### config.mk
export PLATFORM = sky130hd
export DESIGN_NAME = ponylink_tx_arbiter
export DESIGN_NICKNAME = d
export VERILOG_FILES = /design/src/rtl/ponylink_tx_arbiter_pkg.sv /design/src/rtl/ponylink_rr_pick.sv /design/src/rtl/ponylink_tx_arbiter.sv
export SDC_FILE = /design/constraint.sdc
export NUM_CORES = 1
export LEC_CHECK = 0
export ABC_AREA = 0
export CAP_MARGIN = 20
export CORE_ASPECT_RATIO = 0.7
export CORE_MARGIN = 4
export CORE_UTILIZATION = 36
export DETAILED_ROUTE_END_ITERATION = 16
export PLACE_DENSITY = 0.95
export RECOVER_POWER = 25
export SLEW_MARGIN = 20
export SYNTH_ARGS = -nofsm -noshare
export SYNTH_HDL_FRONTEND = slang
export SYNTH_HIERARCHICAL = 1
export SYNTH_SLANG_ARGS = --single-unit
export TNS_END_PERCENT = 1
### constraint.sdc
create_clock -name clk -period 2.55 [get_ports clk]
set_input_delay 0.255 -clock clk [delete_from_list [all_inputs] [get_ports clk]]
set_output_delay 0.255 -clock clk [all_outputs]
set_load 0.03 [all_outputs]
### src/rtl/ponylink_tx_arbiter_pkg.sv
// ponylink_tx_arbiter_pkg
// Shared types and helpers for the ponylink transmit arbiter.
//   arb_state_e : arbiter FSM state encoding (IDLE = 1'b0, BUSY = 1'b1)
//   wrap_add    : (base + off) modulo n, used for the round-robin scan order
package ponylink_tx_arbiter_pkg;

  typedef enum logic {
    ST_IDLE = 1'b0,
    ST_BUSY = 1'b1
  } arb_state_e;

  function automatic int wrap_add(input int base, input int off, input int n);
    return (base + off) % n;
  endfunction

endpackage

### src/rtl/ponylink_rr_pick.sv
// ponylink_rr_pick
// Combinational round-robin picker. Scans last_grant+1, last_grant+2, ...
// (wrapping modulo NUM_CH) and returns the first eligible channel.
// Ports:
//   eligible    in  [NUM_CH] channels allowed to win this round
//   last_grant  in  [CH_W]   channel that won most recently
//   found       out          at least one channel is eligible
//   pick_onehot out [NUM_CH] one-hot winner, zero when nothing found
//   pick_id     out [CH_W]   binary index of the winner, zero when nothing found
module ponylink_rr_pick
  import ponylink_tx_arbiter_pkg::*;
#(
  parameter int NUM_CH = 4,
  parameter int CH_W   = $clog2(NUM_CH)
) (
  input  logic [NUM_CH-1:0] eligible,
  input  logic [CH_W-1:0]   last_grant,
  output logic              found,
  output logic [NUM_CH-1:0] pick_onehot,
  output logic [CH_W-1:0]   pick_id
);

  // Walk the rotation starting just after the last winner; the first hit wins.
  always_comb begin
    found       = 1'b0;
    pick_id     = {CH_W{1'b0}};
    pick_onehot = {NUM_CH{1'b0}};
    for (int k = 1; k <= NUM_CH; k++) begin
      if (!found && eligible[wrap_add(int'(last_grant), k, NUM_CH)]) begin
        found   = 1'b1;
        pick_id = CH_W'(wrap_add(int'(last_grant), k, NUM_CH));
      end else begin
        pick_id = pick_id;
      end
    end
    if (found) begin
      pick_onehot = NUM_CH'(1) << pick_id;
    end else begin
      pick_onehot = {NUM_CH{1'b0}};
    end
  end

endmodule

### src/rtl/ponylink_tx_arbiter.sv
// ponylink_tx_arbiter
// Packet-locked round-robin arbiter sharing one ponylink send stream between
// NUM_CH requester streams. A grant is held from the first beat through tlast,
// new grants only start while linkready is high, and each beat carries the
// id of its source channel.
// Ports:
//   clk, reset         clock, synchronous active-high reset
//   linkready          link-up status, gates new grants only
//   ch_enable          per-channel enable mask
//   req_tdata/tuser    packed requester payloads, channel i at [i*W +: W]
//   req_tvalid/tlast   per-channel valid / end-of-packet
//   req_tready         per-channel ready (only the granted channel sees out_tready)
//   out_tdata/tuser    to link in_tdata / in_tuser
//   out_tvalid/tlast   to link in_tvalid / in_tlast
//   out_tready         from link in_tready
//   out_tid            source channel of the current beat
//   grant              one-hot current grant, zero while idle
//   busy               a packet is in flight
module ponylink_tx_arbiter
  import ponylink_tx_arbiter_pkg::*;
#(
  parameter  int NUM_CH      = 4,
  parameter  int TDATA_WIDTH = 8,
  parameter  int TUSER_WIDTH = 4,
  localparam int CH_W        = $clog2(NUM_CH)
) (
  input  logic                          clk,
  input  logic                          reset,
  input  logic                          linkready,
  input  logic [NUM_CH-1:0]             ch_enable,
  input  logic [NUM_CH*TDATA_WIDTH-1:0] req_tdata,
  input  logic [NUM_CH*TUSER_WIDTH-1:0] req_tuser,
  input  logic [NUM_CH-1:0]             req_tvalid,
  input  logic [NUM_CH-1:0]             req_tlast,
  output logic [NUM_CH-1:0]             req_tready,
  output logic [TDATA_WIDTH-1:0]        out_tdata,
  output logic [TUSER_WIDTH-1:0]        out_tuser,
  output logic                          out_tvalid,
  output logic                          out_tlast,
  input  logic                          out_tready,
  output logic [CH_W-1:0]               out_tid,
  output logic [NUM_CH-1:0]             grant,
  output logic                          busy
);

  arb_state_e          state_r;
  logic [NUM_CH-1:0]   grant_r;
  logic [CH_W-1:0]     last_grant_r;
  logic [CH_W-1:0]     tid_r;

  logic [NUM_CH-1:0]   eligible_s;
  logic                found_s;
  logic [NUM_CH-1:0]   pick_onehot_s;
  logic [CH_W-1:0]     pick_id_s;
  logic                hs_last_s;

  assign eligible_s = req_tvalid & ch_enable;

  ponylink_rr_pick #(
    .NUM_CH (NUM_CH),
    .CH_W   (CH_W)
  ) u_pick (
    .eligible    (eligible_s),
    .last_grant  (last_grant_r),
    .found       (found_s),
    .pick_onehot (pick_onehot_s),
    .pick_id     (pick_id_s)
  );

  // Forward the granted channel to the link; everything is quiet while idle.
  always_comb begin
    out_tdata  = {TDATA_WIDTH{1'b0}};
    out_tuser  = {TUSER_WIDTH{1'b0}};
    out_tvalid = 1'b0;
    out_tlast  = 1'b0;
    req_tready = {NUM_CH{1'b0}};
    if (state_r == ST_BUSY) begin
      out_tdata  = req_tdata[tid_r*TDATA_WIDTH +: TDATA_WIDTH];
      out_tuser  = req_tuser[tid_r*TUSER_WIDTH +: TUSER_WIDTH];
      out_tvalid = req_tvalid[tid_r];
      out_tlast  = req_tlast[tid_r];
      // grant_r is one-hot here, so only the owner sees the link's ready
      req_tready = grant_r & {NUM_CH{out_tready}};
    end else begin
      out_tvalid = 1'b0;
    end
  end

  assign hs_last_s = out_tvalid & out_tready & out_tlast;

  // Arbiter FSM: grant on IDLE->BUSY, release after the tlast handshake.
  always_ff @(posedge clk) begin
    if (reset) begin
      state_r      <= ST_IDLE;
      grant_r      <= {NUM_CH{1'b0}};
      // last winner = NUM_CH-1 makes channel 0 first in the scan
      last_grant_r <= CH_W'(NUM_CH - 1);
      tid_r        <= {CH_W{1'b0}};
    end else begin
      case (state_r)
        ST_IDLE: begin
          if (linkready && found_s) begin
            grant_r      <= pick_onehot_s;
            last_grant_r <= pick_id_s;
            tid_r        <= pick_id_s;
            state_r      <= ST_BUSY;
          end else begin
            state_r      <= ST_IDLE;
          end
        end
        ST_BUSY: begin
          // linkready and ch_enable are deliberately ignored mid-packet
          if (hs_last_s) begin
            grant_r <= {NUM_CH{1'b0}};
            state_r <= ST_IDLE;
          end else begin
            state_r <= ST_BUSY;
          end
        end
        default: begin
          grant_r <= {NUM_CH{1'b0}};
          state_r <= ST_IDLE;
        end
      endcase
    end
  end

  assign grant   = grant_r;
  assign out_tid = tid_r;
  assign busy    = (state_r == ST_BUSY);

endmodule

* Yosys cells after proc, flatten, opt, wreduce, memory -nomap -nowiden
Index checks and enable logic that the tools add are counted.
** Storage, ports and cells
- Memory bits (read-only) :: 0
- Latch bits :: 0
- Bits in registers :: 9
- Bits in writable memories :: 0
- Memories :: 0
- Input port bits :: 64
- Logic and storage cells :: 76
** Operators by class
- Multiplexer cells :: 36
- $lt $le $gt $ge :: 5
- Reductions and logical operators :: 13
- Shift operators :: 3
- Add/sub/neg operators :: 4
- Bitwise operators :: 9
- Equality and inequality tests :: 2
- $mul :: 0
- Divide/modulo/power cells :: 0
** Operators by type and width (number)
- $shiftx A32 B6 Y8 :: 1
- $mux W4 :: 5
- $mux W1 :: 18
- $lt A3 B4 Y1 const B :: 4
- $shiftx A16 B5 Y4 :: 1
- $bmux W1 S2 :: 6
- $and A4 B4 Y4 :: 2
- $mux W2 :: 4
- $mux W8 :: 1
- $pmux W4 S2 :: 1
- $reduce_or A2 Y1 :: 4
- $add A2 B1 Y2 const B :: 2
- $add A2 B2 Y2 const B :: 2
- $and A1 B1 Y1 const A :: 4
- $logic_and A1 B1 Y1 :: 4
- $reduce_and A2 Y1 :: 2
- $shl A1 B2 Y4 const A :: 1
- $logic_not A1 Y1 :: 3
- $lt A2 B3 Y1 const B :: 1
- $and A1 B1 Y1 :: 2
- $ne A2 B1 Y1 const B :: 1
- $ne A2 B2 Y1 const B :: 1
- $pmux W1 S2 :: 1
- $not A1 Y1 :: 1

* Longest topological paths before layout
Gate-level depths: netlist (run 1).
- Depth in word-level cells :: 20
- Mapped depth :: 8
- Depth with buffers taken out :: 7

* By module
Netlist (run 1), hierarchy kept.
** Modules (own cells, without submodules)
- ponylink_tx_arbiter :: area each 922.1 um^2, cells an instance 88, times used 1
- ponylink_rr_pick :: area each 201.4 um^2, cells an instance 30, times used 1

* Least setup slack after synthesis (run 1)
No wires, ideal clock.
- Path type :: reg2out
- Start :: register tid_r[0] (netlist: out_tid[0])
- End :: output port out_tdata[3]
- Cell stages (with the launch flop) :: 5
- Path buffers :: 2
- Path slack :: 678 ps
- Data arrival time :: 1617 ps
- Cell sequence :: dfxtp_1 -> buf_6 -> buf_6 -> mux4_2 -> and2_1
** On the way
- Longest elaborated chain between the ends :: 2
** Ends and longest elaborated chain
- start: declaration :: line ponylink_tx_arbiter.sv:49 : logic [CH_W-1:0] tid_r;
- start signal: assignment :: line ponylink_tx_arbiter.sv:98 : tid_r <= {CH_W{1'b0}};
- start signal: assignment :: line ponylink_tx_arbiter.sv:105 : tid_r <= pick_id_s;
- $shiftx A32 B6 Y8 :: line ponylink_tx_arbiter.sv:78 : out_tdata = req_tdata[tid_r*TDATA_WIDTH +: TDATA_WIDTH];
- $mux W8 :: line ponylink_tx_arbiter.sv:77 : if (state_r == ST_BUSY) begin
- end: declaration :: line ponylink_tx_arbiter.sv:36 : output logic [TDATA_WIDTH-1:0] out_tdata,
Every way passes these cells.

* Final worst setup path (run 1)
Same ends and word-level chain as after synthesis.

==> results of run 1 <==
[final cells by class]
| type | instances | area, um^2 | area share [%] |
|---|---|---|---|
| well taps | 36 | 45.0 | 2.19 |
| flip-flops and latches | 9 | 181 | 8.83 |
| repair buffers | 91 | 903 | 43.9 |
| inverters | 3 | 11.3 | 0.548 |
| multi-input cells | 97 | 870 | 42.3 |
| clock buffers | 4 | 45.0 | 2.19 |
[cells in the final DEF (no fill, tap or decap), drive strengths merged, types with 2 or more instances in the layout]
cell type	count
and3	4
a21oi	8
nand2b	8
a21o	2
nor2b	2
mux2i	7
dlygate4sd3	7
buf	3
dfxtp	9
clkbuf	4
mux4	12
clkdlybuf4s50	81
or3b	4
nor2	5
and2	16
nand2	12
inv	3
[sequential cells by signal, indices dropped and copies added, names as in the netlist]
register      flops
grant             4
last_grant_r      2
busy              1
out_tid           2
[path summary, 6_finish.rpt]
check                 endpoint  cells past startpoint  slack (ns)       start
setup / recovery  out_tdata[3]                      4        0.25  out_tid[0]
hold / removal        grant[3]                      2        0.50    grant[3]
setup reg to reg      grant[1]                      4        0.87  out_tid[1]
hold reg to reg       grant[3]                      2        0.50    grant[3]
[cell families (layout without fill, tap and decap cells)]
| logic type | count (synthesis) | count (layout) |
|---|---|---|
| buf+inv | 12 | 98 |
| simple gates | 54 | 54 |
| mux | 20 | 20 |
| flops | 9 | 9 |
| compound gates | 23 | 23 |
[critical path, delay by kind of cell, from the launching register on]
kind	cells	cell delay, ns
muxes	1	0.51
DFF	1	0.32
and+or+nand+nor	1	0.17
buffers and inverters	2	0.80
[power by group]
part | switching [uW] | internal, uW
combinational | 139 | 200
sequential | 18.2 | 150
clock | 57.3 | 109
total | 214 | 460
[per-stage QoR]
step / utilization (%) / area, um^2
6_report: 71.3 / 2060
5_1_grt: 71.3 / 2060
4_1_cts: 71.3 / 2060
3_5_place_dp: 69.7 / 2010
3_3_place_gp: 69.7 / 2010
2_1_floorplan: - / 1120
[layer usage]
| layer | GRT usage, % | vias up | share of wire (%) |
|---|---|---|---|
| met2 | 38.2 | 66 | 52 |
| met5 | 0 | - | 0 |
| met4 | 2.96 | 0 | 1.6 |
| met1 | 20.1 | 621 | 35 |
| li1 | - | 609 | - |
| met3 | 6.97 | 8 | 11 |
==> flow_summary.yaml, run 1 <==
placed_design:
  pre_cts_ws_ns: 0.227
  gp_congestion: 0.845
  portBuffers: 88
  dpl.cell_count: 236
  dp_hpwl_mm: 3.44
final_layout:
  syn_to_final_growth_pct: 83.0
  drive_gt1_share_pct: 17.2
  instances_no_fill: 240
  nFillCells: 199
  nNetsFinal: 269
  antennaDiodeCount: 0
critical_path:
  start_kind: "register"
  crit_arrival_ns: 2.04
  cp_cell_sequence: "buf_4, mux4_2, and2_1, clkdlybuf4s50_1"
  cp_slowest_stage_delay_ns: 0.59
  critPathKind: "register to primary output"
  cp-end-kind: "primary output"
  slowest_stage: "clkdlybuf4s50_1"
  critPathRequiredTime_ns: 2.30
  path_max_fanout: 9
routing:
  drcViolationCount: 0
  drt-initial-drc-count: 37
  ant_nets: 0
  post_drt_wl_per_cell_um: 17.5
  wirelength_mm: 4.19
  vias: 1304
  dr.pass1.iters: 4
  vias_per_cell: 5.43
cts:
  cts_sinks: 9
  cts_setup_buffers: 0
  cts_resized: 1
  cts_hold_buf: 0
  insertion_delay_ns: 0.23
  cts_tree: "yes"
  numCtsBuffers: 3
  cts_root_buf: "clkbuf_8"
  clkTransAtPathRegs_ns: 0.05
  htreeDepth: 1
  clockBufferDepth: 2
synthesis:
  syn_area_mm2: 0.00112
  synthTopCellsByCount: "and2_1 (16), mux4_2 (12), nand2_1 (12)"
  muxShareOfSynthArea_pct: 31.6
  synth_fa_ha_area_share_pct: 0
  synth_top_family_by_area: "multiplexers"
  synth_nets: 182
  ys_ff_latch: 9
  synth_area_leader_cell: "mux4_2"
  ys.warnings.count: 6
  synth_top_area_share_pct: 24.1
  synth_xor_area_share_pct: 0
  syn_inst: 118
  synth_top_cells_by_area: "mux4_2 (24%), dfxtp_1 (16%), and2_1 (8.9%), mux2i_1 (6.2%), nand2_1 (4.0%)"
  synth-edff-count: 0
  synth_compound_area_share_pct: 17.8
  yosys.area_share.simple_pct: 28.0
  async_flop_share_pct: 0
  synthMostInstantiatedCell: "and2_1"
  syn_area_per_cell_um2: 9.52
  synthDistinctLibCells: 36
  ys.flop_type: "dfxtp_1"
  yosysSeqAreaShare_pct: 16.0
global_route:
  grt_first_pass_wirelength_mm: 5.96
  grt_max_degree: 21
  grt_pass1_vias: 1308
  grt_usage_pct: 19.3
  grt_antenna_before_repair: 0
  overflow: 0
floorplanning:
  fp.coreArea_mm2: 0.00288
  die-area_mm2: 0.00409
  start_util_pct: 39.0
  die_w_um: 74.8
  ios: 89
  num_rows: 16
  die_y_um: 54.7
outcome:
  outcome: "complete, no violations"
sta:
  relSlewSlack_pct: 65.7
  tns_ns: 0
  slew_violations: 0
  setup_violations: 0
  layout_setup_ws_ns: 0.252
  period_share_pct: 90.1
  rsz0062_at_grt: "false"
  fin_worst_skew_ns: 0.00517
  post-route-min-period_ns: 2.30
  finalHoldViolations: 0
  fmax_mhz: 435
  holdWs_ns: 0.495
  tightest_slew_ns: 0.514
power:
  ir_drop_mv: 0.203
  power_density_mw_per_mm2: 328
  leakagePower_uw: 0.000787
  finalPower_uw: 674
worst_hold_path:
  min_path_type: "register to register"
job:
  maxCapViolCount: 0
Power figures use the tool's default switching activity.
==> run 2: changes to the inputs <==
==> constraint.sdc (replaced) <==
create_clock -name clk -period 2.55 [get_ports clk]
set_input_delay 0.3825 -clock clk [delete_from_list [all_inputs] [get_ports clk]]
set_output_delay 0.3825 -clock clk [all_outputs]
set_load 0.03 [all_outputs]
==> flow_summary.yaml, run 2 (same netlist as run 1, synthesis figures left out) <==
outcome:
  outcome: "complete, no violations"
cts:
  numCtsBuffers: 3
  insertion_delay_ns: 0.24
  htreeDepth: 1
  cts_root_buf: "clkbuf_8"
  clockBufferDepth: 2
  cts_sinks: 9
  cts_hold_buf: 0
  clkTransAtPathRegs_ns: 0.05
  cts_setup_buffers: 0
  cts_tree: "yes"
routing:
  drcViolationCount: 0
  dr.pass1.iters: 4
  wirelength_mm: 4.10
  ant_nets: 0
  post_drt_wl_per_cell_um: 17.1
  vias: 1274
  drt-initial-drc-count: 61
  vias_per_cell: 5.31
sta:
  tns_ns: 0
  post-route-min-period_ns: 2.38
  period_share_pct: 93.3
  setup_violations: 0
  slew_violations: 0
  rsz0062_at_grt: "false"
  fin_worst_skew_ns: 0.00663
  finalHoldViolations: 0
  relSlewSlack_pct: 49.9
  tightest_slew_ns: 0.750
  fmax_mhz: 420
floorplanning:
  die-area_mm2: 0.00409
  fp.coreArea_mm2: 0.00288
  start_util_pct: 39.0
  ios: 89
  die_y_um: 54.7
  num_rows: 16
  die_w_um: 74.8
global_route:
  grt_usage_pct: 18.6
  grt_max_degree: 28
  grt_first_pass_wirelength_mm: 5.69
  overflow: 0
  grt_antenna_before_repair: 0
  grt_pass1_vias: 1222
final_layout:
  syn_to_final_growth_pct: 85.5
  layout_common_cells: "clkdlybuf4s50_1 (68), and2_1 (15), mux4_2 (12), nand2_1 (12)"
  drive_gt1_share_pct: 17.6
  largest_reg_flops: 4
  nFillCells: 204
  layout_commonest_cell: "clkdlybuf4s50_1"
  instances_no_fill: 240
  nNetsFinal: 269
  antennaDiodeCount: 0
critical_path:
  critPathKind: "input pin to register"
  path_max_fanout: 8
  critPathRequiredTime_ns: 2.72
  crit_arrival_ns: 2.55
  start_kind: "input pin"
  cp-end-kind: "register"
power:
  ir_drop_mv: 0.186
  leakagePower_uw: 0.000958
  power_density_mw_per_mm2: 321
placed_design:
  gp_congestion: 0.856
  dpl.cell_count: 236
  portBuffers: 88
  dp_hpwl_mm: 3.32
job:
  maxCapViolCount: 0
worst_hold_path:
  min_path_type: "register to register"
[run 2: layout make-up]
cell class / instances / area [um^2] / area share [%]
clock inverters: 1 / 5.00 / 0.240
well taps: 36 / 45.0 / 2.16
flip-flops and latches: 9 / 180 / 8.64
multi-input cells: 97 / 870 / 41.7
inverters: 3 / 11.3 / 0.540
clock buffers: 3 / 41.3 / 1.98
repair buffers: 91 / 932 / 44.7
[run 2: repair_timing]
item                       CTS  global route
resized for setup            3             9
gates cloned                 0             0
setup endpoints to repair    3             9
[run 2: critical path, cell delays in order]
cell,delay (ns)
dlygate4sd3_1,0.58
and2_0,0.32
nor2_1,0.39
a21o_2,0.15
a32o_1,0.15
or3b_2,0.43
mux2i_1,0.13
[run 2: per-stage QoR]
stage	hold slack, ns	cell area [um^2]	utilization, %	setup WS, ns	power [uW]
floorplan	0.432	1120	-	0.550	349
global placement	0.472	2020	70.1	0.159	500
detailed placement	0.497	2020	70.1	0.150	510
CTS	0.506	2060	71.5	0.00134	674
global route	0.527	2080	72.3	0.0661	703
finish	0.496	2080	72.3	0.170	669
[run 2: power by group]
group          internal [uW]  switching (uW)  leakage (uW)  total (uW)
registers                150            21.7     0.0000736         172
logic                    197             133      0.000859         330
clock network            107            60.0     0.0000255         167
[run 2: final timing paths]
kind	depth (start not counted)	endpoint	from	slack [ns]
worst min register to register	2	grant[3]	grant[3]	0.50
worst min-delay path	2	grant[3]	grant[3]	0.50
worst max-delay path	7	grant[1]	req_tvalid[3]	0.17
worst max register to register	4	busy	busy	0.84
[run 2: routing by layer]
layer | up-vias | part of all wire [%] | global-route usage [%]
li1 | 608 | - | -
met1 | 598 | 36 | 20.1
met2 | 64 | 52 | 35.6
met3 | 4 | 11 | 6.61
met4 | 0 | 0.85 | 3.55
met5 | - | 0 | 0
